[src/rtl/uart_rx_seqcheck_if.sv]
`default_nettype none
// +----------------------------------------------------------------------+
// | uart_rx_seqcheck_if : serial line and status bundle of the receiver  |
// | Revision 1.0                                                         |
// +----------------------------------------------------------------------+
interface uart_rx_seqcheck_if;
   logic        rx_in;
   logic [7:0]  rx_data;
   logic        rx_valid;
   logic        frame_err;
   logic        seq_err;
   logic        locked;
   logic [15:0] char_count;
   logic [15:0] err_count;

   modport master (
      input  rx_in,
      output rx_data, rx_valid, frame_err, seq_err, locked, char_count, err_count
   );

   modport slave (
      output rx_in,
      input  rx_data, rx_valid, frame_err, seq_err, locked, char_count, err_count
   );
endinterface
`default_nettype wire

[src/rtl/uart_rx_seqcheck.sv]
`default_nettype none
// +----------------------------------------------------------------------+
// | uart_rx_seqcheck : 8N1 UART receiver (16x oversampling) with ASCII  |
// | successor checker, built when UART_RX_SEQCHK_EN is defined.          |
// | Revision 1.0                                                         |
// +----------------------------------------------------------------------+
module uart_rx_seqcheck #(
   parameter int DIV = 163
) (
   input  wire logic             sysclk,
   input  wire logic             reset,
   uart_rx_seqcheck_if.master    bus
);

   localparam int               c_tick_w  = $clog2(DIV);
   localparam logic [c_tick_w-1:0] c_reload = c_tick_w'(DIV - 1);

   typedef enum logic [2:0] {
      ST_IDLE  = 3'd0,
      ST_START = 3'd1,
      ST_DATA  = 3'd2,
      ST_STOP  = 3'd3,
      ST_BREAK = 3'd4
   } state_t;

   logic                r_sync1;
   logic                r_sync2;
   logic                w_rxs;
   logic [c_tick_w-1:0] r_tick_cnt;
   logic                w_tick;

   state_t              r_state;
   state_t              w_state_nxt;
   logic [3:0]          r_sc;
   logic [3:0]          w_sc_nxt;
   logic [2:0]          r_bc;
   logic [2:0]          w_bc_nxt;
   logic [7:0]          r_sr;
   logic [7:0]          w_sr_nxt;
   logic                w_good;
   logic                w_ferr;
   logic                w_err_evt;

   logic [7:0]          r_rx_data;
   logic                r_rx_valid;
   logic                r_frame_err;
   logic [15:0]         r_char_count;
   logic [15:0]         r_err_count;

   // Idle-high reset value keeps a held-low line from looking like a start bit
   always_ff @(posedge sysclk) begin
      if (reset) begin
         r_sync1 <= 1'b1;
         r_sync2 <= 1'b1;
      end else begin
         r_sync1 <= bus.rx_in;
         r_sync2 <= r_sync1;
      end
   end

   assign w_rxs = r_sync2;

   always_ff @(posedge sysclk) begin
      if (reset) begin
         r_tick_cnt <= c_reload;
      end else if (r_tick_cnt == '0) begin
         r_tick_cnt <= c_reload;
      end else begin
         r_tick_cnt <= r_tick_cnt - 1'b1;
      end
   end

   assign w_tick = (r_tick_cnt == '0);

   always_ff @(posedge sysclk) begin
      if (reset) begin
         r_state <= ST_IDLE;
         r_sc    <= 4'd0;
         r_bc    <= 3'd0;
         r_sr    <= 8'd0;
      end else begin
         r_state <= w_state_nxt;
         r_sc    <= w_sc_nxt;
         r_bc    <= w_bc_nxt;
         r_sr    <= w_sr_nxt;
      end
   end

   always_comb begin
      w_state_nxt = r_state;
      w_sc_nxt    = r_sc;
      w_bc_nxt    = r_bc;
      w_sr_nxt    = r_sr;
      w_good      = 1'b0;
      w_ferr      = 1'b0;
      if (w_tick) begin
         case (r_state)
            ST_IDLE: begin
               if (!w_rxs) begin
                  w_sc_nxt    = 4'd0;
                  w_state_nxt = ST_START;
               end
            end
            // Eight ticks in, the start bit is re-checked at its centre
            ST_START: begin
               if (r_sc == 4'd7) begin
                  if (!w_rxs) begin
                     w_sc_nxt    = 4'd0;
                     w_bc_nxt    = 3'd0;
                     w_state_nxt = ST_DATA;
                  end else begin
                     w_state_nxt = ST_IDLE;
                  end
               end else begin
                  w_sc_nxt = r_sc + 4'd1;
               end
            end
            ST_DATA: begin
               w_sc_nxt = r_sc + 4'd1;
               if (r_sc == 4'd15) begin
                  w_sr_nxt = {w_rxs, r_sr[7:1]};
                  w_bc_nxt = r_bc + 3'd1;
                  if (r_bc == 3'd7) begin
                     w_state_nxt = ST_STOP;
                  end
               end
            end
            ST_STOP: begin
               w_sc_nxt = r_sc + 4'd1;
               if (r_sc == 4'd15) begin
                  if (w_rxs) begin
                     w_good      = 1'b1;
                     w_state_nxt = ST_IDLE;
                  end else begin
                     w_ferr      = 1'b1;
                     w_state_nxt = ST_BREAK;
                  end
               end
            end
            ST_BREAK: begin
               if (w_rxs) begin
                  w_state_nxt = ST_IDLE;
               end
            end
            default: begin
               w_state_nxt = ST_IDLE;
            end
         endcase
      end
   end

`ifdef UART_RX_SEQCHK_EN
   logic [7:0] r_prev;
   logic       r_locked;
   logic       r_seq_err;
   logic [7:0] w_exp;
   logic       w_seq_bad;

   assign w_exp     = (r_prev == 8'h7F) ? 8'h20 : (r_prev + 8'd1);
   assign w_seq_bad = w_good & r_locked & (r_sr != w_exp);
   assign w_err_evt = w_ferr | w_seq_bad;

   // Every good character becomes the new reference, so one error never cascades
   always_ff @(posedge sysclk) begin
      if (reset) begin
         r_prev    <= 8'h00;
         r_locked  <= 1'b0;
         r_seq_err <= 1'b0;
      end else begin
         r_seq_err <= w_seq_bad;
         if (w_good) begin
            r_prev   <= r_sr;
            r_locked <= 1'b1;
         end else if (w_ferr) begin
            r_locked <= 1'b0;
         end
      end
   end

   assign bus.seq_err = r_seq_err;
   assign bus.locked  = r_locked;
`else
   assign w_err_evt   = w_ferr;
   assign bus.seq_err = 1'b0;
   assign bus.locked  = 1'b0;
`endif

   always_ff @(posedge sysclk) begin
      if (reset) begin
         r_rx_data    <= 8'h00;
         r_rx_valid   <= 1'b0;
         r_frame_err  <= 1'b0;
         r_char_count <= 16'd0;
         r_err_count  <= 16'd0;
      end else begin
         r_rx_valid  <= w_good;
         r_frame_err <= w_ferr;
         if (w_good) begin
            r_rx_data    <= r_sr;
            r_char_count <= r_char_count + 16'd1;
         end
         if (w_err_evt && (r_err_count != 16'hFFFF)) begin
            r_err_count <= r_err_count + 16'd1;
         end
      end
   end

   assign bus.rx_data    = r_rx_data;
   assign bus.rx_valid   = r_rx_valid;
   assign bus.frame_err  = r_frame_err;
   assign bus.char_count = r_char_count;
   assign bus.err_count  = r_err_count;

endmodule
`default_nettype wire

[src/flat_wrapper.sv]
// flat-port wrapper written by rule: the top's interface ports become plain ports
module uart_rx_seqcheck_flat 
#(
   parameter int DIV = 163
)
  (sysclk, reset, bus_rx_in, bus_rx_data, bus_rx_valid, bus_frame_err, bus_seq_err, bus_locked, bus_char_count, bus_err_count);
  uart_rx_seqcheck_if bus_i ();
  input  wire logic sysclk;
  input  wire logic reset;
  input wire logic [$bits(bus_i.rx_in)-1:0] bus_rx_in;
  output wire logic [$bits(bus_i.rx_data)-1:0] bus_rx_data;
  output wire logic [$bits(bus_i.rx_valid)-1:0] bus_rx_valid;
  output wire logic [$bits(bus_i.frame_err)-1:0] bus_frame_err;
  output wire logic [$bits(bus_i.seq_err)-1:0] bus_seq_err;
  output wire logic [$bits(bus_i.locked)-1:0] bus_locked;
  output wire logic [$bits(bus_i.char_count)-1:0] bus_char_count;
  output wire logic [$bits(bus_i.err_count)-1:0] bus_err_count;
  assign bus_i.rx_in = bus_rx_in;
  assign bus_rx_data = bus_i.rx_data;
  assign bus_rx_valid = bus_i.rx_valid;
  assign bus_frame_err = bus_i.frame_err;
  assign bus_seq_err = bus_i.seq_err;
  assign bus_locked = bus_i.locked;
  assign bus_char_count = bus_i.char_count;
  assign bus_err_count = bus_i.err_count;
  uart_rx_seqcheck #(.DIV(DIV)) u_core (.sysclk(sysclk), .reset(reset), .bus(bus_i));
endmodule
[config.mk]
export PLATFORM = sky130hd
export DESIGN_NAME = uart_rx_seqcheck_flat
export DESIGN_NICKNAME = d
export VERILOG_FILES = /design/src/rtl/uart_rx_seqcheck_if.sv /design/src/rtl/uart_rx_seqcheck.sv /design/src/flat_wrapper.sv
export SDC_FILE = /design/constraint.sdc
export NUM_CORES = 1
export LEC_CHECK = 0
export BUFFER_PORTS_ARGS = -buffer_cell sky130_fd_sc_hd__buf_2
export CAP_MARGIN = 20
export CELL_PAD_IN_SITES_DETAIL_PLACEMENT = 2
export CELL_PAD_IN_SITES_GLOBAL_PLACEMENT = 2
export CORE_MARGIN = 10
export CORE_UTILIZATION = 34
export DETAILED_ROUTE_END_ITERATION = 7
export PLACE_DENSITY_LB_ADDON = 0.2
export RECOVER_POWER = 25
export SYNTH_ARGS = -nofsm -noshare
export SYNTH_HDL_FRONTEND = slang
export SYNTH_SLANG_ARGS = --single-unit
[constraint.sdc]
create_clock -name sysclk -period 2.5 [get_ports sysclk]
set_clock_uncertainty 0.05 [all_clocks]
set_input_delay 0.25 -clock sysclk [delete_from_list [all_inputs] [get_ports sysclk]]
set_output_delay 0.25 -clock sysclk [all_outputs]
set_load 0.01 [all_outputs]
==> results.md, run 1 <==
- The flow ran to the end, but the final reports show violations.
- The checks that failed: capacitance limit, slew limit.
- The fraction of the core area covered by cells at the end of the flow is 41.5%.
- The number of flip-flops and latches in the synthesized netlist is 70.
- The final count of pins violating max slew was 37.
- The via count of the first global-routing pass was 3238.
- The number of CTS-inserted buffers is 9.
- Once layout is done, the placed cells without fillers occupy 3890 µm².
- Across the run, the number of max-cap violations was 1.
- Pin placement for this block handled 47 I/O pins.
- The analysis attributes to net switching a power of 0.587 mW.
- Detailed routing inserted a total of 3029 vias.
- The final total negative setup slack is 0 ns.
- The final global-route overflow total is 0.
- The yosys synthesis warning count is 0.
- The chip width is 119 µm.
- The total number of nets in the final design is 437.
- The clock root buffer is clkbuf_8.
- The highest achievable clock rate is 0.452 GHz.
- The type of the most critical hold path is input pin to register.
- In the routed design, unresolved DRC markers number 0.
- The peak supply drop is 0.000320 V.
- At the later pin of the worst-skew pair, clock insertion delay measures 0.36 ns.
- The estimated wirelength of the detail-placed design is 6.76 mm.
- The clock input transition at the sequential cells of the worst setup and hold paths is 0.08 ns.
- The standby leakage power is 1.47 nW.
- The post-synthesis average cell area is 8.71 µm².
- The number of DRC markers after the initial detailed-route iteration is 126.
- The standard-cell row count is 35.
- Timing analysis after detailed placement gives a worst setup slack of 0.179 ns.
- The floorplan step defined a die boundary enclosing 14100 µm².
- The maximum fanout along the worst path is 25.
- The post-route netlist has 14.8% of its cells at a drive strength greater than 1.
- The clock network burns 42.0% of the power.
- STA classifies the critical path endpoint as a register.
- Setup repair after global routing left no endpoint under its margin.
- 0 antenna diodes ended up in the layout.
- The deepest level of the CTS H-tree is 3.
- The switching fraction of total power is 27.6%.
- The worst slew margin relative to its limit is -11.2%.
- After detailed routing, the average wire length per cell comes to 17.0 µm.
- For this design the ratio of total power to cell area is 547 nW/µm².
- The startpoint type of the worst setup path is a register.
- For the pin with the worst max-slew slack, the measured transition is 1.67 ns.
- Global routing used 13.6% of the available tracks across all layers.
- The ratio of final minimum period to clock period is 88.4%.
- The depth of the worst register-to-register path is 7.
- The total chip power is 2.13 mW.
- The TritonCTS clock tree is yes.
- The post-synthesis async set-or-reset flop share is 0%.
- Cell internal power was estimated by the tool at 1.54 mW.
- In the synthesized netlist the dominant register cell turns out to be dfxtp_1.
- The count of port buffers added during placement is 44.
- The data required time of the worst path is 2.69 ns.
- The final critical delay including setup and external delays is 2.21 ns.
- The post-layout worst setup margin is 0.289 ns.
- Entering global routing, the biggest net connects 37 pins.
- The core region is 9370 µm².
- The cell area after synthesis is 3320 µm².
- Once the floorplan was initialized, standard cells occupied 35.4% of the core.
- For flop-to-flop paths, the worst setup slack is 0.29 ns.
- The number of placed instances, taps included, is 545.
- The sequential share of the synthesized area is 42.2%.
- The detail route stage leaves a number of antenna-violating nets equal to 0.
- The smallest hold slack is 0.0330 ns.
- The final hold violation count is 0.
- The number of antenna violations at the first check in global routing was 0.
- The placed instances occupy a cell area of 3730 µm².
- Data arrives at the worst endpoint at 2.40 ns.
- The final count of negative-setup-slack endpoints is 0.
- Routability-driven placement finished with a final weighted congestion of 0.723.
- The total iterations of the first detailed-routing run is 4.
- The vias per cell is 5.40.
- The category of the most critical setup path is register to register.
- The part of the power in registers is 54.2%.
- From synthesis to final layout, the design area changed by 17.2%.
- Yosys mapped a number of flops with a built-in enable equal to 0.
- The number of clock sinks seen by CTS is 70.
- The first global-routing pass estimated 16.2 mm of wire.
- The distinct cell type count of the synthesized netlist is 44.
- The wire length reported by the detailed router is 9.56 mm.
- The clock passes through at most 2 buffers.
- The overall die height is 119 µm.
- The share of total power dissipated in combinational logic is 3.9%.
- Leaving out filler cells and counting taps, the final layout contains 561.
- Counting instances, the worst hold path has a depth of 2.
- In the synthesized netlist, the number of instances is 381.
-- synth_stat cells, drive strengths merged (2+ instances only) --
cell | number | share of area, %
nor3b | 3 | 0.68
mux2i | 17 | 5.1
or2 | 3 | 0.57
or4 | 21 | 4.8
and4 | 6 | 1.6
and3 | 4 | 0.75
nor4b | 2 | 0.53
nor2b | 7 | 1.3
o21ai | 12 | 1.8
nor4 | 7 | 1.8
clkbuf | 19 | 2.1
inv | 8 | 0.91
nand4 | 12 | 2.5
nor3 | 5 | 0.75
nand3b | 3 | 0.68
nand2 | 19 | 2.1
or3 | 7 | 1.3
nand3 | 17 | 2.6
or3b | 3 | 0.79
ha | 7 | 2.6
o31ai | 18 | 4.1
a21oi | 37 | 5.6
and3b | 2 | 0.53
dfxtp | 70 | 42
xnor2 | 3 | 0.79
mux2 | 6 | 2.0
buf | 5 | 0.83
nor2 | 39 | 4.4
and2 | 3 | 0.57
nand2b | 5 | 0.94
xor2 | 3 | 0.79
-- power by group through the flow --
stage	clock network [mW]	registers (mW)	logic (mW)
2_1_floorplan	0	1.17	0.0605
3_3_place_gp	0	1.18	0.0780
3_5_place_dp	0	1.18	0.0842
4_1_cts	0.928	1.15	0.0851
5_1_grt	0.983	1.16	0.0949
6_report	0.893	1.15	0.0823
-- sequential cells by signal, summed over array words and instances (netlist names) --
| name | flops |
|---|---|
| u_core.bus.rx_valid | 1 |
| u_core.r_state | 3 |
| u_core.r_tick_cnt | 8 |
| u_core.r_sync2 | 1 |
| u_core.bus.err_count | 16 |
| u_core.r_bc | 3 |
| u_core.bus.rx_data | 8 |
| u_core.bus.char_count | 16 |
| u_core.bus.frame_err | 1 |
| u_core.r_sr | 8 |
| u_core.r_sync1 | 1 |
| u_core.r_sc | 4 |
-- per-layer routing --
metal  track usage [%]  share of wire, %  up-vias
li1                  -                 -     1491
met1              15.1                45     1495
met2              24.5                51       34
met3              3.33               2.6        9
met4              4.81               1.2        0
met5                 0                 0        -
-- what timing repair did --
item | in CTS | in global routing
resized for setup | 0 | 2
hold buffers | 0 | 0
setup endpoints to repair | 0 | 10
setup buffers | 0 | 0
-- cell type report --
cell class / count / area, µm²
clock inverters: 7 / 61.3
fillers: 1089 / 5480
flip-flops and latches: 70 / 1400
clock buffers: 9 / 124
repair buffers: 58 / 302
well taps: 129 / 161
multi-input cells: 280 / 1810
inverters: 8 / 30.0
-- kinds of logic (layout without fill, tap and decap cells) --
kind of cell | Yosys count | after routing | share of synthesized area [%]
compound gates | 73 | 73 | 13.0
xor+xnor | 6 | 6 | 1.58
fa+ha+maj | 7 | 7 | 2.64
buf+inv | 32 | 82 | 3.88
flops | 70 | 70 | 42.2
mux | 23 | 23 | 7.16
other cells | 1 | 2 | 0.113
simple gates | 169 | 169 | 29.4
-- critical path: stages (launching register included) --
cell	delay (ns)
dfxtp_1	0.33
inv_1	0.09
ha_1	0.18
nor4b_2	0.26
nand4_1	0.21
buf_12	0.21
or4_1	0.48
mux2_2	0.28
-- placed cells by master (no fill, tap or decap), drive strengths merged, types with 2 or more instances in the layout --
master,count
nor4b,2
nand3b,3
or4,21
xnor2,3
and2,3
and3,4
mux2,6
nand4,12
conb,2
clkinvlp,2
nor3b,3
buf,30
nor2b,7
dfxtp,70
clkbuf,37
nor2,39
nand3,17
xor2,3
ha,7
o31ai,18
nand2,19
nor3,5
a21oi,37
or2,3
and4,6
mux2i,17
inv,13
or3,7
or3b,3
and3b,2
o21ai,12
nor4,7
nand2b,5
-- path summary, 6_finish.rpt --
| check | end | start |
|---|---|---|
| setup / recovery | u_core.bus.char_count[15]$_SDFFE_PP0P_ | u_core.r_tick_cnt[0]$_SDFF_PP0_ |
| hold / removal | u_core.r_sync1$_SDFF_PP1_ | bus_rx_in |
| setup reg to reg | u_core.bus.char_count[15]$_SDFFE_PP0P_ | u_core.r_tick_cnt[0]$_SDFF_PP0_ |
| hold reg to reg | u_core.r_sync2$_SDFF_PP1_ | u_core.r_sync1$_SDFF_PP1_ |
Note: power is estimated with default switching activity, not from simulation.
==> run 2, diff against run 1 <==
- BUFFER_PORTS_ARGS: -buffer_cell sky130_fd_sc_hd__buf_2 -> -buffer_cell sky130_fd_sc_hd__buf_4
==> run 2 against run 1 <==
Against the previous run:
- the flow now finishes without violations
- final area increased by 0.68%
- sequential share of layout area down 0.24 points
- fmax decreased by 4.7%
- critical path type unchanged
- largest cell class unchanged
==> results.md, run 2 (synthesized netlist as in run 1, its figures left out) <==
- The run finished with clean final reports.
- The count of vias placed by the detailed router is 2999 (-0.99%).
- The hold buffer count at cts came to 0 (unchanged).
- The data required time of the worst path came to 2.69 ns (about the same).
- The most critical setup path has its startpoint at u_core.r_tick_cnt[0]$_SDFF_PP0_.
- The number of antenna violations at the first check in global routing is 0 (unchanged).
- The peak supply drop was 0.000278 V (-13%).
- The via count of the first global-routing pass is 3160 (-2.4%).
- STA classifies the critical path startpoint as a register.
- The final count of negative-setup-slack endpoints is 0 (unchanged).
- The number of standard cells in the layout, taps in and fillers out is 561 (unchanged).
- The data arrival at the endpoint of the critical path is 2.51 ns (+0.11 ns).
- The fraction of the core area covered by cells at the end of the flow is 41.8% (+0.28 points).
- The library cell used most frequently in the layout, excluding fill and tap cells, is dfxtp_1.
- The deepest level of the CTS H-tree was 3 (unchanged).
- The number of inserted diodes is 0 (unchanged).
- The power density over the cells is 542 nW/µm² (-0.92%).
- In this run the clock root is driven by a clkbuf_8.
- The detailed-route DRC error count is 0 (unchanged).
- The final total negative setup slack is 0 ns (unchanged).
- The min-delay analysis places its worst path in the category input pin to register.
- The final critical delay including setup and external delays came to 2.32 ns (+0.108 ns).
- The standard-cell row count is 35 (unchanged).
- The count of port buffers added during placement came to 44 (unchanged).
- The TritonCTS clock tree is yes.
- The top cell types in the final layout, fill and taps aside, are dfxtp_1, nor2_1, a21oi_1.
- The quantity of gates resized following cts is 0 (unchanged).
- The total chip power is 2.12 mW (-0.26%).
- The fraction of final layout cells sized beyond drive strength 1 is 14.8% (unchanged).
- The final hold violation count is 0 (unchanged).
- The fill cell instance count of the final layout was 1114 (+2.3%).
- The sequential standard cell area came to 1400 µm² (unchanged).
- The smallest hold slack is 0.0406 ns (+0.00758 ns).
- The pin count of the biggest net entering global routing came to 54 (+46%).
- The estimated wirelength of the detail-placed design is 6.67 mm (-1.3%).
- The clock latency reported for the late side of the worst-skew pair is 0.35 ns (about the same).
- The count of placed standard cells including taps is 545 (unchanged).
- The maximum fanout along the worst path is 4 (-84%).
- The number of CTS-inserted buffers is 9 (unchanged).
- The standard cell core area came to 9370 µm² (unchanged).
- The final global-route overflow total is 0 (unchanged).
- The max-cap violation count is 0 (-1).
- The chip width is 119 µm (unchanged).
- The number of clock sinks seen by CTS came to 70 (unchanged).
- The total iterations of the first detailed-routing run is 4 (unchanged).
- The overall routing resource usage is 13.3% (-0.27 points).
- The floorplan die area came to 14100 µm² (unchanged).
- The number of DRC markers after the initial detailed-route iteration is 125 (-0.79%).
- The element type at the critical path end is a register.
- The vias per cell was 5.35 (-0.99%).
- The area occupied by multi-input gates was 1800 µm² (-0.62%).
- The clock input transition at the sequential cells of the worst setup and hold paths is 0.09 ns (about the same).
- The standby leakage power came to 1.47 nW (-0.22%).
- The area growth from synthesis to layout is 18.0%.
- The highest achievable clock rate is 0.431 GHz (-4.7%).
- The worst-margin pin slew is 1.13 ns (-0.538 ns).
- The total number of nets in the final design is 437 (unchanged).
- The initial core utilization came to 35.4% (unchanged).
- The wire length reported by the detailed router came to 9.45 mm (-1.1%).
- The worst register-to-register path begins at u_core.r_tick_cnt[0]$_SDFF_PP0_.
- The weighted congestion at the end of routability-driven global placement was 0.741 (+2.5%).
- The ratio of final minimum period to clock period is 92.8% (+4.3 points).
- The average wire per cell in the routed design was 16.9 µm (-1.1%).
- The final count of pins violating max slew is 0 (-100%).
- The category of the most critical setup path is register to register.
- The global-route wire length before repair is 16.0 mm (-1.6%).
- The post-detailed-route count of antenna-violating nets is 0 (unchanged).
- In this run the most critical hold path is launched from bus_rx_in.
- The worst slew margin relative to its limit was 24.6% (+36 points).
- The number of top-level pins was 47 (unchanged).
- The worst-case clock buffer depth is 2 (unchanged).
- The overall die height is 119 µm (unchanged).
- Setup repair after global routing left no endpoint under its margin.
- The count of buffers added by post-CTS timing repair for setup was 0 (unchanged).
[run 2: power by group]
group / leakage [nW] / switching (mW) / total, mW / internal [mW]
Clock: 0.0892 / 0.511 / 0.892 / 0.381
Sequential: 0.565 / 0.0226 / 1.15 / 1.13
Combinational: 0.816 / 0.0505 / 0.0785 / 0.0280
Total: 1.47 / 0.584 / 2.12 / 1.54
[run 2: worst max-delay path, cell delays in order (launching register included)]
cell and delay [ns]:
dfxtp_1 0.34, inv_1 0.09, ha_1 0.18, nor3b_1 0.43, nand4_2 0.21, or4_1 0.58
mux2_1 0.34
[run 2: path summary, 6_finish.rpt]
path / depth (start not counted) / slack [ns] / to
min reg2reg: 1 / 0.39 / u_core.r_sync2$_SDFF_PP1_
max reg2reg: 6 / 0.18 / u_core.bus.err_count[15]$_SDFFE_PP0P_
min: 2 / 0.04 / u_core.r_sync1$_SDFF_PP1_
max: 6 / 0.18 / u_core.bus.err_count[15]$_SDFFE_PP0P_
[run 2: cell type report]
cell class	instances	area share [%]
multi-input cells	280	45.9
flip-flops and latches	70	35.8
repair buffers	58	8.66
well taps	129	4.12
clock buffers	9	3.16
clock inverters	7	1.57
inverters	8	0.767
[run 2: routing by layer]
metal	vias up	share of wire, %	global-route usage (%)
li1	1485	-	-
met1	1472	48	16.6
met2	33	48	22.1
met3	9	2.3	2.95
met4	0	0.97	4.58
met5	-	0	0
[run 2: metrics by stage]
stage | cell area (µm²) | setup WS, ns
2_1_floorplan | 3320 | 0.425
3_3_place_gp | 3830 | 0.314
3_5_place_dp | 3830 | 0.240
4_1_cts | 4010 | 0.185
5_1_grt | 3920 | 0.00737
6_report | 3920 | 0.181
==> run 3, diff against run 2 <==
- ABC_AREA: unset -> 1
- CORE_UTILIZATION: 34 -> 32
==> run 3 against run 2 <==
Against the previous run:
- final area grew 11%
- fmax grew 16%
- global-route usage grew 1.3 points
- critical path type unchanged
- cell count grew 32%
- sequential share of layout area shrank 3.5 points
- clock power grew 57%
==> results.md, run 3 <==
- The area of placed instances was 4120 µm² (+7.7%).
- The highest achievable clock rate is 0.501 GHz (+16%).
- The TritonCTS clock tree is yes.
- The overall die height is 127 µm (+7.1%).
- The launching point of the worst reg2reg path is u_core.r_tick_cnt[0]$_SDFF_PP0_.
- The number of antenna violations at the first check in global routing came to 0 (unchanged).
- The number of synthesized flops with an enable pin is 0 (unchanged).
- The worst hold path begins at bus_rx_in.
- The hold buffer count at cts is 0 (unchanged).
- The pin count of the biggest net entering global routing is 28 (-48%).
- The total net switching power came to 0.569 mW (-2.6%).
- The global-route wire length before repair came to 19.7 mm (+23%).
- The sequential share of the synthesized area is 38.1% (-4.1 points).
- The worst slew margin relative to its limit is 48.1% (+24 points).
- The average wire per cell in the routed design is 15.2 µm (-10%).
- The ratio of final minimum period to clock period is 79.9% (-13 points).
- The final critical delay including setup and external delays is 2.00 ns (-0.321 ns).
- The number of standard cells in the layout, taps in and fillers out was 742 (+32%).
- The power share of the combinational group is 3.0% (-0.7 points).
- The clock root buffer is clkbuf_16.
- The standby leakage power came to 1.64 nW (+11%).
- Setup repair after global routing left no endpoint under its margin.
- The distinct cell type count of the synthesized netlist is 28 (-36%).
- The chip width was 127 µm (+7.1%).
- The final count of negative-setup-slack endpoints is 0 (unchanged).
- The smallest hold slack was 0.0457 ns (+0.00512 ns).
- The final hold violation count was 0 (unchanged).
- The maximum fanout along the worst path is 23 (+19).
- The top cell type by total area after synthesis is dfxtp_1.
- The cell area after synthesis came to 3680 µm² (+11%).
- The most used flip-flop cell after synthesis is dfxtp_1.
- The sequential standard cell area is 1400 µm² (unchanged).
- The standard-cell row count is 39 (+11%).
- The number of CTS-inserted buffers is 9 (unchanged).
- The area growth from synthesis to layout is 18.0% (about the same).
- The switching fraction of total power was 21.7% (-5.8 points).
- The total number of nets in the final design is 604 (+38%).
- The data arrival at the endpoint of the critical path is 2.19 ns (-0.32 ns).
- The initial core utilization is 32.5% (-2.9 points).
- The dominant cell by count in the synthesized netlist is nand2_1.
- The number of DRC markers after the initial detailed-route iteration is 142 (+14%).
- The max-cap violation count is 0 (unchanged).
- The share of the synthesized area in the top cell type came to 38.1% (-4.1 points).
- In the layout the commonest cells are nand2_1, nor2_1, dfxtp_1.
- The post-place setup slack is 0.488 ns (+0.248 ns).
- The fraction of the core area covered by cells at the end of the flow is 38.4% (-3.4 points).
- The weighted congestion at the end of routability-driven global placement came to 0.772 (+4.1%).
- The post-layout worst setup margin was 0.502 ns (+0.321 ns).
- The total chip power is 2.62 mW (+23%).
- The fraction of final layout cells sized beyond drive strength 1 is 12.7% (-2.1 points).
- The worst-margin pin slew is 0.778 ns (-0.353 ns).
- The power density over the cells came to 603 nW/µm² (+11%).
- The vias per cell was 4.85 (-9.3%).
- The final count of pins violating max slew is 0 (unchanged).
- The count of buffers added by post-CTS timing repair for setup is 0 (unchanged).
- The count of port buffers added during placement was 44 (unchanged).
- The count of placed standard cells including taps is 726 (+33%).
- The number of clock sinks seen by CTS came to 70 (unchanged).
- The tightest min-delay check is of the input pin to register type.
- The count of vias placed by the detailed router is 3599 (+20%).
- The quantity of gates resized following cts was 0 (unchanged).
- The relative contribution of the clock network to total power is 53.5% (+11 points).
- The detailed-route DRC error count is 0 (unchanged).
- The part of the power in registers is 43.6% (-11 points).
- The worst-case clock buffer depth is 2 (unchanged).
- The peak supply drop was 0.000367 V (+32%).
- The area occupied by multi-input gates is 2010 µm² (+12%).
- The post-synthesis average cell area came to 6.69 µm² (-23%).
- The via count of the first global-routing pass is 3977 (+26%).
- The post-synthesis async set-or-reset flop share came to 0% (unchanged).
- After synthesis, the most frequently instantiated cells are nand2_1, nor2_1, dfxtp_1, inv_1, a21oi_1.
- The deepest level of the CTS H-tree was 3 (unchanged).
- The commonest non-fill, non-tap cell in the layout is nand2_1.
- The startpoint of the worst setup timing path is u_core.r_tick_cnt[0]$_SDFF_PP0_.
- The estimated wirelength of the detail-placed design is 8.29 mm (+24%).
- The flow ran to the end, and the final reports show no timing, DRC or antenna violations.
- The wire length reported by the detailed router came to 11.2 mm (+19%).
- The clock latency reported for the late side of the worst-skew pair is 0.34 ns (about the same).
- The number of flip-flops and latches in the synthesized netlist is 70 (unchanged).
- The post-detailed-route count of antenna-violating nets is 0 (unchanged).
- The standard cell core area came to 11300 µm² (+21%).
- The number of top-level pins is 47 (unchanged).
- The final global-route overflow total is 0 (unchanged).
- The startpoint type of the worst setup path is a register.
- The worst setup path is of the register to register kind.
- The yosys synthesis warning count is 0 (unchanged).
- The element type at the critical path end is a register.
- In the post-synthesis netlist, the biggest area contributors are dfxtp_1, nand2_1, nor2_1.
- The clock input transition at the sequential cells of the worst setup and hold paths is 0.06 ns (-0.03 ns).
- The total iterations of the first detailed-routing run is 4 (unchanged).
- The final total negative setup slack is 0 ns (unchanged).
- The fill cell instance count of the final layout was 1416 (+27%).
- The data required time of the worst path is 2.69 ns (about the same).
- The final instance area was 4340 µm² (+11%).
- The number of inserted diodes is 0 (unchanged).
- The gate count after technology mapping is 550 (+44%).
- The floorplan die area is 16200 µm² (+15%).
- The internal power is 2.05 mW (+33%).
- The overall routing resource usage is 14.6% (+1.3 points).
run 3: changes by cell type after synthesis, sizes merged, moves of 17 or more:
| cell | before | now |
|---|---|---|
| mux2i | 17 | 0 |
| nand2 | 19 | 170 |
| nor2 | 39 | 110 |
| or4 | 21 | 0 |
| o31ai | 18 | 0 |
| inv | 8 | 47 |
run 3: power groups by stage:
stage,clock (mW),sequential [mW],combinational (mW)
CTS,1.44,1.14,0.0804
floorplan,0,1.16,0.0603
global placement,0,1.16,0.0742
global route,1.48,1.14,0.0926
finish,1.40,1.14,0.0774
detailed placement,0,1.17,0.0784
run 3: worst paths after layout:
path | end | slack, ns | depth (start not counted)
setup reg to reg | u_core.bus.char_count[6]$_SDFFE_PP0P_ | 0.50 | 8
hold / removal | u_core.r_sync1$_SDFF_PP1_ | 0.05 | 2
hold reg to reg | u_core.r_sync2$_SDFF_PP1_ | 0.37 | 1
setup / recovery | u_core.bus.char_count[6]$_SDFFE_PP0P_ | 0.50 | 8
run 3: worst max-delay path, cell delays in order, from the launching register on:
cell	delay [ns]
dfxtp_1	0.32
inv_1	0.09
ha_1	0.16
nand3_1	0.10
nor2_2	0.38
nand2_2	0.11
inv_2	0.35
nand2_1	0.13
a21oi_1	0.22
run 3: layer usage:
metal / global-route usage [%] / vias up / share of wire (%)
met5: 0 / - / 0
met4: 5.29 / 0 / 1.6
li1: - / 1814 / -
met2: 25.2 / 45 / 49
met1: 16.9 / 1727 / 46
met3: 3.76 / 13 / 3.6
run 3: area by class of cell:
class                      instances  area share [%]
sequential                        70            32.3
clock inverter                     6            1.96
inverter                          47            4.06
multi-input combinational        419            46.3
tap                              143            4.12
clock buffer                      10            5.50
timing repair buffer              47            5.79
run 3: kinds of logic (layout without fill, tap and decap cells):
kind of cell / after synthesis / after routing / synth area share [%]
other: 1 / 2 / 0.102
adder cells (fa/ha/maj): 7 / 7 / 2.38
buffers and inverters: 62 / 110 / 7.41
AND/OR/NAND/NOR: 327 / 327 / 37.7
XOR/XNOR: 18 / 18 / 4.28
AO/OA/AOI/OAI: 65 / 65 / 10.0
flip-flops: 70 / 70 / 38.1
